### src/rtl/hazard_scoreboard.sv
// ---------------------------------------------------------------------------
// hazard_scoreboard
//
// Pipeline hazard controller for the 5-stage core. It tracks which
// architectural registers are still waiting for a result from the single
// long-latency (mul/div) unit. It also decides, in the same cycle, whether
// fetch/decode must hold or whether fetch/decode/execute must be flushed.
// A saturating counter records how many cycles decode was stalled.
//
// Ports
//   clk, rst_n                    clock, asynchronous active-low reset
//   valid_d                       decode holds a real instruction
//   rs1_d, rs2_d                  decode source registers
//   use_rs1_d, use_rs2_d          decode actually reads rs1 / rs2
//   rd_d, reg_write_d             decode destination and its write enable
//   long_d                        decode instruction targets the long unit
//   rd_e, load_e                  execute destination, execute holds a load
//   pc_src_e                      taken branch/jump resolved in execute
//   lu_done, lu_rd                long unit retires a result into lu_rd
//   stall_f, stall_d              hold PC / hold F/D register
//   flush_d, flush_e              clear F/D / clear D/E register
//   lu_issue                      decode instruction enters the long unit
//   busy_vec                      per-register pending bits
//   stall_cnt                     saturating count of stall_d cycles
// ---------------------------------------------------------------------------
module hazard_scoreboard #(
  parameter int NUM_REGS   = 32,
  parameter int REG_ADDR_W = 5,
  parameter int CNT_WIDTH  = 32
) (
  input  logic                  clk,
  input  logic                  rst_n,
  input  logic                  valid_d,
  input  logic [REG_ADDR_W-1:0] rs1_d,
  input  logic [REG_ADDR_W-1:0] rs2_d,
  input  logic                  use_rs1_d,
  input  logic                  use_rs2_d,
  input  logic [REG_ADDR_W-1:0] rd_d,
  input  logic                  reg_write_d,
  input  logic                  long_d,
  input  logic [REG_ADDR_W-1:0] rd_e,
  input  logic                  load_e,
  input  logic                  pc_src_e,
  input  logic                  lu_done,
  input  logic [REG_ADDR_W-1:0] lu_rd,
  output logic                  stall_f,
  output logic                  stall_d,
  output logic                  flush_d,
  output logic                  flush_e,
  output logic                  lu_issue,
  output logic [NUM_REGS-1:0]   busy_vec,
  output logic [CNT_WIDTH-1:0]  stall_cnt
);

  logic [NUM_REGS-1:0] busy_q;
  logic [NUM_REGS-1:0] clr_mask;
  logic [NUM_REGS-1:0] set_mask;
  logic [NUM_REGS-1:0] eff_busy;
  logic [NUM_REGS-1:0] busy_next;
  logic                lu_busy_q;
  logic                src1_used;
  logic                src2_used;
  logic                lu_haz;
  logic                raw_haz;
  logic                waw_haz;
  logic                str_haz;
  logic                hold;

  // Retire/issue masks. A register retiring this cycle is removed from the
  // effective busy view so the dependent instruction is released in the same
  // cycle instead of one cycle later. Register 0 never enters either mask.
  always_comb begin
    clr_mask = '0;
    set_mask = '0;
    if (lu_done && (lu_rd != '0))
      clr_mask[lu_rd] = 1'b1;
    if (lu_issue && reg_write_d && (rd_d != '0))
      set_mask[rd_d] = 1'b1;
    eff_busy  = busy_q & ~clr_mask;
    // Set is applied after clear so a same-register retire+issue stays busy.
    busy_next = eff_busy | set_mask;
    busy_next[0] = 1'b0;
  end

  // Hazard terms, all qualified by a valid decode instruction.
  always_comb begin
    src1_used = use_rs1_d && (rs1_d != '0);
    src2_used = use_rs2_d && (rs2_d != '0);
    lu_haz  = valid_d && load_e && (rd_e != '0) &&
              ((src1_used && (rs1_d == rd_e)) || (src2_used && (rs2_d == rd_e)));
    raw_haz = valid_d && ((src1_used && eff_busy[rs1_d]) ||
                          (src2_used && eff_busy[rs2_d]));
    waw_haz = valid_d && reg_write_d && (rd_d != '0) && eff_busy[rd_d];
    // The long unit frees up this cycle if it is retiring, so only a busy
    // unit that is not finishing blocks a new long op.
    str_haz = valid_d && long_d && lu_busy_q && !lu_done;
    hold    = lu_haz || raw_haz || waw_haz || str_haz;
  end

  // Control outputs: redirect beats hold; everything is forced low while
  // reset is asserted so the pipeline sees no spurious stall/flush.
  always_comb begin
    stall_f  = 1'b0;
    stall_d  = 1'b0;
    flush_d  = 1'b0;
    flush_e  = 1'b0;
    lu_issue = 1'b0;
    if (rst_n) begin
      if (pc_src_e) begin
        flush_d = 1'b1;
        flush_e = 1'b1;
      end else if (hold) begin
        stall_f = 1'b1;
        stall_d = 1'b1;
        flush_e = 1'b1;
      end else begin
        lu_issue = valid_d && long_d;
      end
    end
  end

  // Scoreboard and long-unit occupancy. An issue in the same cycle as a
  // retire keeps the unit occupied by the new op.
  always_ff @(posedge clk or negedge rst_n) begin
    if (!rst_n) begin
      busy_q    <= '0;
      lu_busy_q <= 1'b0;
    end else begin
      busy_q <= busy_next;
      if (lu_issue)
        lu_busy_q <= 1'b1;
      else if (lu_done)
        lu_busy_q <= 1'b0;
    end
  end

  // Performance counter: counts decode stall cycles and sticks at all-ones.
  always_ff @(posedge clk or negedge rst_n) begin
    if (!rst_n)
      stall_cnt <= '0;
    else if (stall_d && (stall_cnt != {CNT_WIDTH{1'b1}}))
      stall_cnt <= stall_cnt + 1'b1;
  end

  assign busy_vec = busy_q;

endmodule
### config.mk
export PLATFORM = sky130hd
export DESIGN_NAME = hazard_scoreboard
export DESIGN_NICKNAME = d
export VERILOG_FILES = /design/src/rtl/hazard_scoreboard.sv
export SDC_FILE = /design/constraint.sdc
export NUM_CORES = 1
export LEC_CHECK = 0
export BUFFER_PORTS_ARGS = -buffer_cell sky130_fd_sc_hd__buf_2
export CAP_MARGIN = 20
export CORE_MARGIN = 2
export CORE_UTILIZATION = 30
export CTS_CLUSTER_DIAMETER = 40
export DETAILED_ROUTE_END_ITERATION = 7
export SLEW_MARGIN = 20
export SYNTH_ARGS = -nofsm -noshare
export SYNTH_HDL_FRONTEND = slang
export SYNTH_SLANG_ARGS = --single-unit
### constraint.sdc
create_clock -name clk -period 4.3 [get_ports clk]
set_input_delay 0 -clock clk [delete_from_list [all_inputs] [get_ports clk]]
set_output_delay 0 -clock clk [all_outputs]
set_load 0.01 [all_outputs]
==> implementation parameters <==
Parameter                              Value

Global routing
  Number of global-route vias before repair ... 4,477
  Wire length of the first global-routing pass ... around 25,000 um
  Number of antenna violations at the first check in global routing ... 2
  Aggregate global-route resource usage ... 19.2%
  Largest net degree at the start of global routing ... 68
  Total congestion overflow after global routing ... 0

Clocking
  CTS Sinks ... 64
  Post-cts sizing count ... 0
  H-tree depth ... 3
  Root buffer cell ... sky130_fd_sc_hd__clkbuf_16
  Clock latency of the later-clocked register in the worst-skew pair ... roughly 0.33 ns
  TritonCTS clock tree ... yes
  Number of buffers inserted during clock tree synthesis ... 9
  Post-CTS setup buffer count ... 0
  Total of hold buffers inserted after clock tree synthesis ... 1
  Clk pin slew, worst setup/hold paths ... 0.05 ns
  Bufs on Longest Clock Path ... 2

Final layout
  Register Area ... 0.00160 mm^2
  Layout cells sized above 1 ... 24.5%
  Final net count ... 630
  Relative area change from synthesis to final layout ... 19.3%
  # fillers ... 1,580
  Non-filler instance count after layout ... 786
  Area of the multi-input gates ... 0.00280 mm^2

Route
  Iteration-0 DRC Markers ... 360
  Antenna violation net count after detailed routing ... 0
  Remaining design rule violation count ... 0
  Number of vias per cell after detailed routing ... 5.86
  Mean routed wirelength per cell ... 19.9 um
  First drt pass iteration count ... 5
  Final wirelength ... 15,600 um
  Via count of the routed design ... around 4,600

Floorplan
  Die footprint ... approximately 0.016 mm^2
  Top-level I/O count ... roughly 100
  Die H ... 128 um
  Initial core utilization ... 30.5%
  Width of the die ... 128 um
  Area inside the core boundary ... 0.0151 mm^2
  Num rows ... 45

Place
  Port buffer count ... 102
  Placed instance count ... a little under 800
  Detailed placer's ending HPWL ... 11,800 um
  Routability cong. ... 0.929

Yosys
  Fraction of synthesized cell area taken by the top area cell type ... 34.8%
  Leading post-synthesis cells by instance count ... sky130_fd_sc_hd__dfrtp_1, sky130_fd_sc_hd__o21ai_1, sky130_fd_sc_hd__nand2_1, sky130_fd_sc_hd__nor2_1, sky130_fd_sc_hd__xnor2_1
  Cell Area, Synth ... 0.00460 mm^2
  Count of flip-flops with a built-in enable after synthesis ... 0
  Cell count after synthesis ... 509
  Dominant cells by area after synthesis ... sky130_fd_sc_hd__dfrtp_1, sky130_fd_sc_hd__xnor2_1, sky130_fd_sc_hd__mux2i_1
  Mapped Avg Cell Area ... 9.04 um^2
  Number of distinct library cells after synthesis ... 71
  Asr flop ratio synth ... 100%
  Post-synthesis sequential element count ... 64
  Syn. warnings ... 0
  Fraction of the yosys area taken by sequential cells ... 34.8%
  Largest area contributor in the netlist ... sky130_fd_sc_hd__dfrtp_1
  Most used flip-flop cell after synthesis ... sky130_fd_sc_hd__dfrtp_1
  Number of nets produced by synthesis ... 545
  Most instantiated library cell after synthesis ... sky130_fd_sc_hd__dfrtp_1

Critical path
  Req. time, crit path ... between 4 and 5 ns
  Kind of cell adding the most delay to the critical path ... simple AND/OR/NAND/NOR gates
  Worst Path Class, Setup ... reg2out
  Arr. time, crit path ... roughly 3.2 ns
  Slowest cell delay on critical path ... approximately 0.72 ns
  Buffers and inverters on the worst path ... 1
  Capturing element type of the critical path ... primary output
  Biggest fanout along the worst timing path ... 13
  Critical path's slowest cell ... sky130_fd_sc_hd__and4b_1
  Critical Path Source Type ... flop
  Cell-by-cell trace of the critical path ... mux4_2 > o31ai_1 > o32ai_1 > o311ai_0 > a31oi_1 > nand3_1 > and4b_1 > and2_1 > buf_2

STA
  Tmin final ... 3.15 ns
  Unrepaired setup endpoints after global routing ... false
  Worst Max-Slew Pin Slew ... about 0.91 ns
  Period Utilization, post-route ... 73.2%
  Worst Clk Skew ... 0.00611 ns
  Final setup violation count ... 0
  Setup TNS ... 0 ns
  Max Fclk ... 0.318 GHz
  Worst rel slew slack ... between 30% and 40%
  Hold Vio Cnt, Final ... 0
  Max Slew Vio Count ... 0

Min path
  Path type of the worst min-delay path ... in2reg

Run
  Max capacitance violation total ... 0

Power and ir drop
  Max VDD drop ... 0.290 mV
  Leakage Power ... 2.34 nW
  Final Power ... between 0.0015 and 0.002 W
  Cell area power density ... 302 mW/mm^2

Outcome
  Outcome ... finished, final reports clean
## routing by layer
metal,vias to the layer above,part of all wire (%),GRT usage (%)
met5,-,0.083,0
met4,2,2.8,6.85
met3,44,8.6,5.18
met2,233,46,30.1
met1,2255,43,25.5
li1,2073,-,-
## path summary, 6_finish.rpt
path	from	end	slack, ns	cells past startpoint
max	busy_vec[9]	lu_issue	1.15	9
min	rd_d[4]	busy_vec[16]	0.13	3
max reg2reg	busy_vec[9]	busy_vec[2]	1.27	9
min reg2reg	lu_busy_q	lu_busy_q	0.47	1
max in group asynchronous	rst_n	busy_vec[23]	3.32	3
min in group asynchronous	rst_n	stall_cnt[14]	0.43	3
## state kept, by name, summed over array words and instances (netlist names)
| name | cells |
|---|---|
| busy_vec | 31 |
| stall_cnt | 32 |
| lu_busy_q | 1 |
## cell families (layout without fill, tap and decap cells)
logic type | after synthesis | after routing | share of synthesized area [%]
AOI/OAI and AO/OA | 122 | 122 | 17.4
buffers and inverters | 40 | 128 | 4.32
muxes | 29 | 29 | 7.53
adders and majority gates | 1 | 1 | 0.272
DFF | 64 | 64 | 34.8
xor gates and xnor gates | 45 | 45 | 9.22
other | 1 | 2 | 0.0815
and+or+nand+nor | 207 | 207 | 26.4
## tightest hold or removal path, stage by stage
cell,delay [ns]
sky130_fd_sc_hd__buf_2,0.17
sky130_fd_sc_hd__nand2_1,0.16
sky130_fd_sc_hd__o21ai_1,0.09
## placed cells by master (no fill, tap or decap), types with 9 or more instances in the layout
cell and instances:
sky130_fd_sc_hd__buf_2 102, sky130_fd_sc_hd__dfrtp_1 64, sky130_fd_sc_hd__o21ai_1 33, sky130_fd_sc_hd__nand2_1 30
sky130_fd_sc_hd__nor2_1 30, sky130_fd_sc_hd__xnor2_1 30, sky130_fd_sc_hd__nor3_1 29, sky130_fd_sc_hd__o21ai_0 29
sky130_fd_sc_hd__nand3_1 24, sky130_fd_sc_hd__mux2i_1 20, sky130_fd_sc_hd__nand4_1 17, sky130_fd_sc_hd__xor2_1 11
sky130_fd_sc_hd__nand2b_1 9, sky130_fd_sc_hd__clkbuf_16 9
## final cells by class
class | count | area share (%)
Timing Repair Buffer | 106 | 9.89
Multi-Input combinational cell | 405 | 51.0
Tap cell | 188 | 4.28
Clock inverter | 3 | 0.820
Antenna cell | 1 | 0.0456
Sequential cell | 64 | 29.2
Clock buffer | 11 | 4.24
Inverter | 8 | 0.547
## where the power goes
part	total (W)	internal, W	leakage, nW	switching, W
clock	0.000694	0.000442	0.128	0.000252
combinational	0.000293	0.000106	1.33	0.000187
sequential	0.000668	0.000632	0.885	0.0000363
## per-stage QoR
step           instance area [um^2]  setup slack [ns]  utilization [%]  hold slack (ns)
2_1_floorplan                  4600              1.72                -           -0.296
3_3_place_gp                   5200              1.07             34.5            0.255
3_5_place_dp                   5200              1.08             34.5            0.255
4_1_cts                        5490              1.15             36.4            0.104
5_1_grt                        5490             0.978             36.4            0.147
6_report                       5490              1.15             36.4            0.132
No activity file was read; power rests on OpenSTA's default activity.
